$ cat src/rtl/fft_pkg.sv
// fft_pkg: shared FFT constants, address/twiddle types, controller state enum and butterfly address helpers.
package fft_pkg;

    localparam int N_LOG2 = 6;
    localparam int N      = 1 << N_LOG2;

    typedef logic [N_LOG2-1:0] addr_t;
    typedef logic [N_LOG2-2:0] tw_idx_t;
    typedef logic [2:0]        stage_t;

    typedef enum logic [1:0] {IDLE, ISSUE, DRAIN, DONE} fft_ctrl_state_e;

    // Lower operand of butterfly j in stage s: the group index skips over the upper half-block.
    function automatic addr_t bfly_base(stage_t s, tw_idx_t j);
        addr_t jj   = addr_t'(j);
        addr_t mask = (addr_t'(1) << s) - addr_t'(1);
        return ((jj >> s) << (s + 3'd1)) | (jj & mask);
    endfunction

    function automatic tw_idx_t bfly_tw(stage_t s, tw_idx_t j);
        addr_t jj   = addr_t'(j);
        addr_t mask = (addr_t'(1) << s) - addr_t'(1);
        return tw_idx_t'((jj & mask) << (stage_t'(N_LOG2 - 1) - s));
    endfunction

endpackage

$ cat src/rtl/fft_ctrl_if.sv
// fft_ctrl_if: start/done handshake plus RAM, twiddle ROM and butterfly control bus.
// FFT_CTRL_IFFT_EN adds the inverse request and the twiddle-conjugate flag.
interface fft_ctrl_if;
    import fft_pkg::*;

    logic    start;
    logic    busy;
    logic    done;
    logic    rd_en;
    addr_t   rd_addr_a;
    addr_t   rd_addr_b;
    tw_idx_t tw_idx;
    logic    wr_en;
    addr_t   wr_addr_a;
    addr_t   wr_addr_b;
    stage_t  stage;
`ifdef FFT_CTRL_IFFT_EN
    logic    inverse;
    logic    tw_conj;
`endif

    modport master (
        input  start,
`ifdef FFT_CTRL_IFFT_EN
        input  inverse,
        output tw_conj,
`endif
        output busy, done, rd_en, rd_addr_a, rd_addr_b, tw_idx,
        output wr_en, wr_addr_a, wr_addr_b, stage
    );

    modport slave (
        output start,
`ifdef FFT_CTRL_IFFT_EN
        output inverse,
        input  tw_conj,
`endif
        input  busy, done, rd_en, rd_addr_a, rd_addr_b, tw_idx,
        input  wr_en, wr_addr_a, wr_addr_b, stage
    );

endinterface

$ cat src/rtl/fft_ctrl_delay.sv
// fft_ctrl_delay: DEPTH-stage register delay line with asynchronous clear.
module fft_ctrl_delay #(
    parameter int W     = 13,
    parameter int DEPTH = 3
) (
    input  logic         clk,
    input  logic         rst,
    input  logic [W-1:0] d,
    output logic [W-1:0] q
);

    logic [W-1:0] sr [DEPTH];

    always_ff @(posedge clk or posedge rst) begin
        if (rst) begin
            for (int i = 0; i < DEPTH; i++) sr[i] <= '0;
        end else begin
            sr[0] <= d;
            for (int i = 1; i < DEPTH; i++) sr[i] <= sr[i-1];
        end
    end

    assign q = sr[DEPTH-1];

endmodule

$ cat src/rtl/fft_ctrl.sv
// fft_ctrl: in-place radix-2 DIT FFT sequencer (stages x butterflies, write-back replay, inter-stage drain).
// Define FFT_CTRL_IFFT_EN to latch an inverse request into tw_conj at start.
module fft_ctrl
    import fft_pkg::*;
#(
    parameter int BFLY_LAT = 3
) (
    input  logic       clk,
    input  logic       rst,
    fft_ctrl_if.master bus
);

    localparam int CW = $clog2(BFLY_LAT + 1);
    localparam int WW = 1 + 2 * N_LOG2;

    fft_ctrl_state_e state, state_n;
    stage_t          s, s_n;
    tw_idx_t         j, j_n;
    logic [CW-1:0]   cnt, cnt_n;
    logic            rd;
    addr_t           a, b;
    logic [WW-1:0]   wb;

    always_ff @(posedge clk or posedge rst) begin
        if (rst) begin
            state <= IDLE;
            s     <= '0;
            j     <= '0;
            cnt   <= '0;
        end else begin
            state <= state_n;
            s     <= s_n;
            j     <= j_n;
            cnt   <= cnt_n;
        end
    end

    always_comb begin
        state_n = state;
        s_n     = s;
        j_n     = j;
        cnt_n   = cnt;
        unique case (state)
            IDLE: if (bus.start) begin
                state_n = ISSUE;
                s_n     = '0;
                j_n     = '0;
            end
            ISSUE: if (j == tw_idx_t'(N / 2 - 1)) begin
                state_n = DRAIN;
                cnt_n   = CW'(BFLY_LAT - 1);
            end else begin
                j_n = j + 1'b1;
            end
            // Drain lets the last butterflies of this stage write back before the next stage reads.
            DRAIN: if (cnt != '0) begin
                cnt_n = cnt - 1'b1;
            end else if (s == stage_t'(N_LOG2 - 1)) begin
                state_n = DONE;
            end else begin
                state_n = ISSUE;
                s_n     = s + 1'b1;
                j_n     = '0;
            end
            DONE: state_n = IDLE;
            default: state_n = IDLE;
        endcase
    end

    assign rd = state == ISSUE;
    assign a  = rd ? bfly_base(s, j) : '0;
    assign b  = rd ? a + (addr_t'(1) << s) : '0;

    assign bus.rd_en     = rd;
    assign bus.rd_addr_a = a;
    assign bus.rd_addr_b = b;
    assign bus.tw_idx    = rd ? bfly_tw(s, j) : '0;
    assign bus.busy      = state == ISSUE || state == DRAIN;
    assign bus.done      = state == DONE;
    assign bus.stage     = s;

    fft_ctrl_delay #(.W(WW), .DEPTH(BFLY_LAT)) u_wb (
        .clk (clk),
        .rst (rst),
        .d   ({rd, a, b}),
        .q   (wb)
    );

    assign {bus.wr_en, bus.wr_addr_a, bus.wr_addr_b} = wb;

`ifdef FFT_CTRL_IFFT_EN
    logic conj;

    always_ff @(posedge clk or posedge rst) begin
        if (rst) conj <= 1'b0;
        else if (state == IDLE && bus.start) conj <= bus.inverse;
    end

    assign bus.tw_conj = conj;
`endif

endmodule

$ cat src/flat_wrapper.sv
// flat-port wrapper written by rule: the top's interface ports become plain ports
module fft_ctrl_flat import fft_pkg::*;
#(
    parameter int BFLY_LAT = 3
)
  (clk, rst, bus_start, bus_busy, bus_done, bus_rd_en, bus_rd_addr_a, bus_rd_addr_b, bus_tw_idx, bus_wr_en, bus_wr_addr_a, bus_wr_addr_b, bus_stage);
  fft_ctrl_if bus_i ();
  input  logic clk;
  input  logic rst;
  input wire logic [$bits(bus_i.start)-1:0] bus_start;
  output wire logic [$bits(bus_i.busy)-1:0] bus_busy;
  output wire logic [$bits(bus_i.done)-1:0] bus_done;
  output wire logic [$bits(bus_i.rd_en)-1:0] bus_rd_en;
  output wire logic [$bits(bus_i.rd_addr_a)-1:0] bus_rd_addr_a;
  output wire logic [$bits(bus_i.rd_addr_b)-1:0] bus_rd_addr_b;
  output wire logic [$bits(bus_i.tw_idx)-1:0] bus_tw_idx;
  output wire logic [$bits(bus_i.wr_en)-1:0] bus_wr_en;
  output wire logic [$bits(bus_i.wr_addr_a)-1:0] bus_wr_addr_a;
  output wire logic [$bits(bus_i.wr_addr_b)-1:0] bus_wr_addr_b;
  output wire logic [$bits(bus_i.stage)-1:0] bus_stage;
  assign bus_i.start = bus_start;
  assign bus_busy = bus_i.busy;
  assign bus_done = bus_i.done;
  assign bus_rd_en = bus_i.rd_en;
  assign bus_rd_addr_a = bus_i.rd_addr_a;
  assign bus_rd_addr_b = bus_i.rd_addr_b;
  assign bus_tw_idx = bus_i.tw_idx;
  assign bus_wr_en = bus_i.wr_en;
  assign bus_wr_addr_a = bus_i.wr_addr_a;
  assign bus_wr_addr_b = bus_i.wr_addr_b;
  assign bus_stage = bus_i.stage;
  fft_ctrl #(.BFLY_LAT(BFLY_LAT)) u_core (.clk(clk), .rst(rst), .bus(bus_i));
endmodule
$ cat config.mk
export PLATFORM = sky130hd
export DESIGN_NAME = fft_ctrl_flat
export DESIGN_NICKNAME = d
export VERILOG_FILES = /design/src/rtl/fft_pkg.sv /design/src/rtl/fft_ctrl_if.sv /design/src/rtl/fft_ctrl_delay.sv /design/src/rtl/fft_ctrl.sv /design/src/flat_wrapper.sv
export SDC_FILE = /design/constraint.sdc
export NUM_CORES = 1
export LEC_CHECK = 0
export CORE_MARGIN = 3
export CORE_UTILIZATION = 49
export CTS_CLUSTER_DIAMETER = 60
export DETAILED_ROUTE_END_ITERATION = 12
export DONT_BUFFER_PORTS = 1
export GPL_ROUTABILITY_DRIVEN = 0
export GPL_TIMING_DRIVEN = 0
export PLACE_DENSITY = 0.67
export SLEW_MARGIN = 20
export SYNTH_ARGS = -nofsm -noshare
export SYNTH_HDL_FRONTEND = slang
export SYNTH_SLANG_ARGS = --single-unit
$ cat constraint.sdc
create_clock -name clk -period 4.9 [get_ports clk]
set_clock_uncertainty 0.05 [all_clocks]
set_input_delay 0.49 -clock clk [delete_from_list [all_inputs] [get_ports clk]]
set_output_delay 0.49 -clock clk [all_outputs]
set_load 0.02 [all_outputs]
Yosys cells after proc, flatten, opt, wreduce, memory -nomap -nowiden
Index checks and enable logic that the tools add are counted.
- register bits: 51
- input bits: 3
- latch bits: 0
- bits in writable memories: 0
- ROM bits: 0
- memories: 0
- reduce and logical (&&, ||, !) cells: 10
- shift operators: 4
- add/sub/neg operators: 6
- $mul: 0
- eq/ne operators: 11
- bitwise operators: 2
- div/mod/pow operators: 0
- muxes and demuxes: 19
- $lt $le $gt $ge: 0
- operators by type and width (kind ; number):
    $mux 5 ; 5
    $pmux 5 s3 ; 1
    $mux 6 ; 2
    $mux 2 ; 5
    $ne 2x2->1 const B ; 5
    $mux 3 ; 3
    $pmux 2 s4 ; 1
    $add 6x6->6 ; 1
    $and 5x6->6 ; 1
    $or 6x6->6 ; 1
    $pmux 3 s2 ; 1
    $reduce_and 3->1 ; 2
    $reduce_bool 2->1 ; 3
    $shl 1x3->6 const A ; 1
    $shl 6x3->5 ; 1
    $shl 6x3->6 ; 1
    $shr 5x3->6 ; 1
    $sub 6x1->6 const B ; 1
    $add 5x1->5 const B ; 1
    $eq 5x5->1 const B ; 1
    $reduce_and 5->1 ; 1
    $eq 2x2->1 const B ; 2
    $pmux 2 s2 ; 1
    $reduce_and 4->1 ; 1
    9 further kinds ; 9

Depth between registers and ports, before layout
Gate-level depths: netlist of run 1.
- word-level depth: 7
- depth in mapped cells: 17
- mapped depth without buffers: 13

Cells and area by module
From an unflattened synthesis of run 1, not the netlist that was laid out.
- cells, all modules: 250
- area total of the unflattened synthesis: 2620.0 µm²
- by module, submodules not included (module ; area each (µm²) ; times used ; cells an instance):
    fft_ctrl ; 1542.7 ; 1 ; 197
    fft_ctrl_delay ; 1077.3 ; 1 ; 53

Worst setup path before layout of run 1
Ideal clock, no wire load.
- path type: register to output
- start point: register u_core.s[1], in the netlist u_core.bus.stage[1]
- end point: output bus_rd_addr_b[5]
- arrival: 4.108 ns
- data required time: 4.360 ns
- cell stages (with the launch flop): 14
- path slack: 0.252 ns
- buffers on the path: 4
- cells stage by stage: dfrtp_1 -> buf_4 -> clkbuf_1 -> inv_1 -> ha_1 -> clkbuf_1 -> buf_2 -> or3_1 -> a21oi_1 -> ha_1 -> a211o_1 -> a2111o_1 -> a31oi_1 -> a31o_1
- cells in the longest elaborated chain, start to end: 7
- RTL lines (element ; line ; text):
    start, declared ; fft_ctrl.sv:17 ; stage_t s, s_n;
    start signal, assigned ; fft_ctrl.sv:32 ; s <= s_n;
    $shl 1x3->6 ; fft_pkg.sv:16 ; addr_t mask = (addr_t'(1) << s) - addr_t'(1);
    $sub 6x1->6 ; fft_pkg.sv:16 ;
    $and 5x6->6 ; fft_pkg.sv:17 ; return ((jj >> s) << (s + 3'd1)) | (jj & mask);
    $or 6x6->6 * ; fft_pkg.sv:17 ;
    $mux 6 * ; fft_ctrl.sv:71 ; assign a = rd ? bfly_base(s, j) : '0;
    via bus_rd_addr_a[1] ; flat_wrapper.sv:14 ; output wire logic [$bits(bus_i.rd_addr_a)-1:0] bus_rd_addr_a;
    $add 6x6->6 * ; fft_ctrl.sv:72 ; assign b = rd ? a + (addr_t'(1) << s) : '0;
    $mux 6 * ; fft_ctrl.sv:72 ;
    end, declared ; flat_wrapper.sv:15 ; output wire logic [$bits(bus_i.rd_addr_b)-1:0] bus_rd_addr_b;
Mark *: on every way through the listed nets, which the timed path passes. The rest lies on a longest branch.

Final worst setup path of run 1
- start point: register u_core.s[0], in the netlist u_core.bus.stage[0]
- end point: output bus_rd_addr_b[5]
Same word-level chain as after synthesis.

==> reports/qor.yml, run 1 <==
sta:
  timing.slew.headroom_pct: 43.65
  worst_pin_slew_ps: 840.2
  setup_viol: 0
  final_hold_viol_count: 0
  rsz0062_at_grt: "no"
  fmax_mhz: 215.0
  fin_crit_ps: 4652
  finalMaxSlewViolations: 0
  setup-tns-final_ps: 0
  holdWs_ps: 302.6
  period_share_pct: 94.93
route:
  via_per_inst: 5.509
  dr.pass1.iters: 5
  drc_errors: 0
  drt_iter0_drc: 92
  via_count: 1840
  ant_nets: 0
  drt_wl_total_um: 5222
  wl_per_cell_um: 15.63
place:
  port-buffer-count: 0
  place_hpwl_um: 3898
  postPlaceCellArea_um2: 2791
synthesis:
  syn_area_per_cell_um2: 10.52
  yosys.area_share.simple_pct: 13.71
  synth_area_um2: 2684
  ys_async_sr_fraction_pct: 100.0
  yosysWarnings: 0
  yosys.area_share.xor_xnor_pct: 1.958
  synth_ff_type: "dfrtp_1"
  yosysTopAreaCellShare_pct: 47.55
  synth.mux.area_fraction_pct: 2.797
  yosys.area_share.adder_pct: 10.54
  synth_common_cells: "dfrtp_1 (51), ha_1 (21), nand2_1 (18)"
  synth-seq-area-share_pct: 47.55
  synth_top_family_by_area: "compound AO/OA/AOI/OAI gates"
  syn-num-nets: 280
  synthTopCellsByArea: "dfrtp_1 (48%), ha_1 (9.8%), buf_4 (3.6%)"
  synthMostInstantiatedCell: "dfrtp_1"
  synthCells: 255
  synth_compound_area_share_pct: 15.99
  ys_types: 55
  synth_top_area_cell: "dfrtp_1"
  synth-edff-count: 0
  synth-seq-cells: 51
layout:
  final_util_pct: 56.42
  layout.nets: 288
  fillers: 461
  drive_gt1_share_pct: 15.91
  antenna_cells: 0
  final_area_um2: 2937
  areaGrowthSynthToFinish_pct: 9.417
floorplanning:
  die_h_um: 80.01
  coreArea_um2: 5205
  die_w_um: 80.01
  rows: 26
  initial_core_util_pct: 51.56
  io_pins: 39
  dieArea_um2: 6402
clock_tree:
  cts_tree: "done"
  worstSkewPairLatency_ps: 300
  path_clk_slew_ps: 90
  h-tree-depth: 2
  cts_sinks: 51
  cts_root_buf: "clkbuf_8"
  cts_max_path_buffers: 2
  post-cts-setup-buffers: 0
  cts_inserted_buffers: 5
power_and_ir_drop:
  power_w: 0.001687
  worst_ir_drop_vdd_mv: 0.3909
  powerDensity_nw_per_um2: 574.6
  leakagePower_nw: 1.389
setup_path:
  required_ps: 4360
  critical_path.startpoint: "u_core.bus.stage[0]"
  cp-start-kind: "flop"
  cp_max_fo: 10
  cp-end-kind: "output port"
  crit_type: "reg -> out"
  worst_ep_arrival_time_ps: 4110
  r2r-start: "u_core.bus.stage[0]"
status:
  run_status: "complete, no violations"
global_route:
  grt_pass1_vias: 1730
  grt_use_total_pct: 17.68
  overflow: 0
  grt_pass1_wl_um: 8811
  grt_max_degree: 37
  antenna_found_initial: 0
run:
  maxCapViolations: 0
hold_path:
  holdCritPathClass: "reg -> reg"
  hold_start: "u_core.u_wb.sr[29]"
==> per-layer routing <==
metal	track usage (%)	routed length [µm]
met5	0	0
met4	5.574	80
met3	4.515	366
met2	26.66	2346
met1	24.86	2429
==> area by class of cell <==
class	instances	area (µm²)	area share (%)
inverters	13	48.80	1.662
clock buffers	6	82.58	2.812
multi-input cells	167	1245	42.39
plain buffers	23	147.6	5.028
clock inverters	2	16.27	0.5539
flip-flops and latches	51	1279	43.55
repair buffers	2	30.03	1.023
well taps	70	87.58	2.983
==> sequential cells by signal, summed over array words and instances, names as in the netlist <==
name	flops
u_core.u_wb.q	13
u_core.state	2
u_core.cnt	2
u_core.j	5
u_core.u_wb.sr	26
u_core.bus.stage	3
==> where the power goes <==
group / switching [W] / internal, W / total, W
clock: 0.000133 / 0.000115 / 0.000249
combinational: 0.000544 / 0.000293 / 0.000837
sequential: 0.0000776 / 0.000524 / 0.000602
==> path summary, 6_finish.rpt <==
| kind | to | slack [ps] | cells after the start |
|---|---|---|---|
| hold / removal | u_core.u_wb.sr[16] | 300 | 0 |
| hold reg to reg | u_core.u_wb.sr[16] | 300 | 0 |
| min in group asynchronous | u_core.u_wb.q[6] | 560 | 2 |
| setup reg to reg | u_core.u_wb.sr[31] | 920 | 13 |
| max in group asynchronous | u_core.u_wb.q[9] | 3740 | 3 |
| setup / recovery | bus_rd_addr_b[5] | 250 | 12 |
==> placed cells by master, fill, tap and decap left out, drive strengths merged, types with 4 or more instances in the layout <==
cell	n
buf	19
dfrtp	51
nand2b	8
nand2	19
a31oi	4
clkbuf	11
nor3	7
o21ai	14
xor2	4
a21oi	17
inv	13
nor2	11
ha	21
nor2b	5
mux2i	6
==> critical path, stage by stage (launching register included) <==
cell,delay [ps]
dfrtp_2,460
buf_2,240
inv_1,170
ha_1,330
clkbuf_1,170
buf_2,210
or3_1,430
a21oi_4,320
ha_1,300
a211o_1,330
a2111o_1,390
a31oi_1,160
a31o_1,290
==> metrics by stage <==
stage / instances / setup slack, ps
after global placement: 325 / -202.5
final: 334 / 248.4
after CTS: 334 / 162.3
after floorplan: 255 / 251.7
after global routing: 334 / 40.22
after detailed placement: 326 / -214.3
==> repair_timing <==
action | in CTS | in global routing
hold endpoints to repair | 15 | 0
endpoints found under the setup margin | 5 | 1
resized for setup | 7 | 2
hold buffers | 1 | 0
==> cell families (layout without fill, tap and decap cells) <==
kind of cell | after synthesis | in the layout
adders and majority gates | 22 | 22
AOI/OAI and AO/OA | 64 | 64
DFF | 51 | 51
muxes | 7 | 7
buffers and inverters | 37 | 46
xor gates and xnor gates | 6 | 6
and+or+nand+nor | 68 | 68
(Power assumes the default switching activity.)
==> run 2, diff against run 1 <==
--- a/config.mk
+++ b/config.mk
@@ -5,7 +5,7 @@
 export SDC_FILE = /design/constraint.sdc
 export NUM_CORES = 1
 export LEC_CHECK = 0
-export CORE_MARGIN = 3
+export CORE_MARGIN = 10
 export CORE_UTILIZATION = 49
 export CTS_CLUSTER_DIAMETER = 60
 export DETAILED_ROUTE_END_ITERATION = 12
==> constraint.sdc (replaced) <==
create_clock -name clk -period 4.4 [get_ports clk]
set_clock_uncertainty 0.05 [all_clocks]
set_input_delay 0.44 -clock clk [delete_from_list [all_inputs] [get_ports clk]]
set_output_delay 0.44 -clock clk [all_outputs]
set_load 0.02 [all_outputs]
==> run 2 against run 1 <==
Net effect:
- via count is 2.5% higher
- highest routed layer unchanged
- critical endpoint unchanged
- sequential power is 13% higher
- first-iteration DRC count stayed put
==> reports/qor.yml, run 2 (same netlist as run 1, synthesis figures left out) <==
sta:
  setup_viol: 0  # unchanged
  period_share_pct: 96.68
  timing.slew.headroom_pct: 43.40  # -0.25 points
  final_hold_viol_count: 0  # unchanged
  fmax_mhz: 235.1
  setup-tns-final_ps: 0  # unchanged
  worst_pin_slew_ps: 843.9  # +3.709 ps
  setup_ws_ps: 145.9  # -102.5 ps
  finalMaxSlewViolations: 0  # unchanged
  fin_crit_ps: 4254
layout:
  final_common_cell: "dfrtp_1"
  final_cells: 343  # +2.7%
  areaGrowthSynthToFinish_pct: 14.13
  layout_common_cells: "dfrtp_1 (48), buf_4 (23), ha_1 (19)"
  antenna_cells: 0  # unchanged
  fillers: 457  # -0.87%
  top_register: "u_core.u_wb.sr"
  largest_reg_flops: 26  # unchanged
  layout.nets: 297  # +3.1%
  drive_gt1_share_pct: 22.34  # +6.4 points
floorplanning:
  die_w_um: 94.01  # +17%
  die_h_um: 94.01  # +17%
  rows: 26  # unchanged
  initial_core_util_pct: 51.56  # unchanged
  dieArea_um2: 8838  # +38%
  coreArea_um2: 5205  # unchanged
  io_pins: 39  # unchanged
setup_path:
  path_buf_inv: 3  # -1
  cp_max_fo: 10  # unchanged
  worst_path_most_repeated_cell: "ha_4"
  cp-end-kind: "output port"
  slowest_delay_ps: 470  # about the same
  crit_type: "reg -> out"
  cp_top_family: "compound AO/OA/AOI/OAI gates"
  cp-start-kind: "flop"
  worst_ep_arrival_time_ps: 3760  # -350 ps
  required_ps: 3910  # -450 ps
  critPathSlowestCell: "dfrtp_2"
  cp_cell_sequence: "buf_6 > clkinvlp_4 > ha_4 > buf_4 > or3_1 > a21oi_4 > ha_4 > a211o_1 > a2111o_1 > nand4_1 > a21oi_1 > a31o_2"
global_route:
  grt_use_total_pct: 13.06  # -4.6 points
  grt_max_degree: 37  # unchanged
  grt_pass1_vias: 1803  # +4.2%
  overflow: 0  # unchanged
  antenna_found_initial: 0  # unchanged
  grt_pass1_wl_um: 9232  # +4.8%
route:
  drt_wl_total_um: 5727  # +9.7%
  via_count: 1886  # +2.5%
  wl_per_cell_um: 16.70  # +6.8%
  drc_errors: 0  # unchanged
  dr.pass1.iters: 4  # -1
  via_per_inst: 5.499  # -0.19%
  ant_nets: 0  # unchanged
  drt_iter0_drc: 92  # unchanged
run:
  maxCapViolations: 0  # unchanged
power_and_ir_drop:
  switching_share_pct: 44.66  # -0.086 points
  p_switching_w: 0.0008877  # +18%
  p_int_w: 0.001100  # +18%
  power_frac_comb_pct: 51.8  # +2.2 points
  worst_ir_drop_vdd_mv: 0.3829  # -2.0%
  pwr-share-clk_pct: 14.1  # -0.6 points
  power_w: 0.001988  # +18%
  power_frac_seq_pct: 34.1  # -1.6 points
  leakagePower_nw: 1.434  # +3.2%
  powerDensity_nw_per_um2: 649.0  # +13%
clock_tree:
  h-tree-depth: 2  # unchanged
  path_clk_slew_ps: 100  # about the same
  cts_root_buf: "clkbuf_8"
  worstSkewPairLatency_ps: 300  # about the same
  cts_max_path_buffers: 2  # unchanged
  cts_sinks: 51  # unchanged
  cts_tree: "done"
  cts_inserted_buffers: 5  # unchanged
status:
  run_status: "complete, no violations"
place:
  port-buffer-count: 0  # unchanged
  place_hpwl_um: 4169  # +6.9%
  place_inst: 326  # unchanged
  pre_cts_ws_ps: -584.2  # -369.9 ps
hold_path:
  holdCritPathClass: "reg -> reg"
-- run 2: cell types whose count changed in the layout (fill, tap and decap cells not counted), sizes merged --
| cell | before | now |
|---|---|---|
| clkbuf | 11 | 9 |
| clkinvlp | 1 | 3 |
| clkinv | 1 | 2 |
| inv | 13 | 11 |
| buf | 19 | 29 |
-- run 2: final timing paths --
check / startpoint / to / slack, ps / cells past startpoint
max: u_core.bus.stage[0] / bus_rd_addr_b[5] / 150 / 12
min: u_core.u_wb.sr[15] / u_core.u_wb.q[2] / 300 / 0
max reg2reg: u_core.bus.stage[0] / u_core.u_wb.sr[31] / 770 / 12
min reg2reg: u_core.u_wb.sr[15] / u_core.u_wb.q[2] / 300 / 0
max in group asynchronous: rst / u_core.u_wb.q[9] / 3290 / 3
min in group asynchronous: rst / u_core.u_wb.q[12] / 500 / 2
-- run 2: final cells by class --
| cell class | count | area [µm²] | share of cell area [%] |
|---|---|---|---|
| Sequential cell | 51 | 1280 | 41.79 |
| Multi-Input combinational cell | 167 | 1272 | 41.54 |
| Buffer | 22 | 160.2 | 5.229 |
| Timing Repair Buffer | 12 | 105.1 | 3.431 |
| Tap cell | 70 | 87.58 | 2.859 |
| Clock buffer | 5 | 68.82 | 2.247 |
| Inverter | 13 | 60.06 | 1.961 |
| Clock inverter | 3 | 28.78 | 0.9395 |
-- run 2: per-stage QoR --
stage / util [%] / cell area, µm² / hold slack [ps]
2_1_floorplan: - / 2691 / 281.2
3_3_place_gp: 53.39 / 2779 / 281.2
3_5_place_dp: 53.77 / 2799 / 275.3
4_1_cts: 57.12 / 2973 / 307.5
5_1_grt: 58.85 / 3063 / 314.0
6_report: 58.85 / 3063 / 304.2
-- run 2: repair_timing --
item	in CTS	in global routing
pin swaps	1	2
resized for setup	17	4
endpoints found under the hold margin	15	0
setup buffers	1	9
hold buffers	1	0
setup endpoints to repair	11	3
-- run 2: worst register-to-register path, stage by stage, from the launching register on --
cell        delay (ps)
dfrtp_2            470
buf_6              140
clkinvlp_4         150
ha_4               300
buf_4              180
or3_1              420
a21oi_4            350
ha_4               270
a211o_1            330
a2111o_1           400
nand4_1            110
a21oi_1             50
a31o_2             290
-- run 2: power groups by stage --
stage / combinational [W] / clock, W / sequential [W]
2_1_floorplan: 0.000727 / 0 / 0.000661
3_3_place_gp: 0.000890 / 0 / 0.000677
3_5_place_dp: 0.000904 / 0 / 0.000684
4_1_cts: 0.000956 / 0.000292 / 0.000677
5_1_grt: 0.00113 / 0.000312 / 0.000695
6_report: 0.00103 / 0.000281 / 0.000678
-- run 2: routing by layer --
layer  wire length [µm]  global-route usage, %  part of all wire, %
met1               2507                  16.24                   44
met2               2723                  19.70                   48
met4                 89                  5.316                  1.6
met5                  0                      0                    0
met3                408                  5.196                  7.1
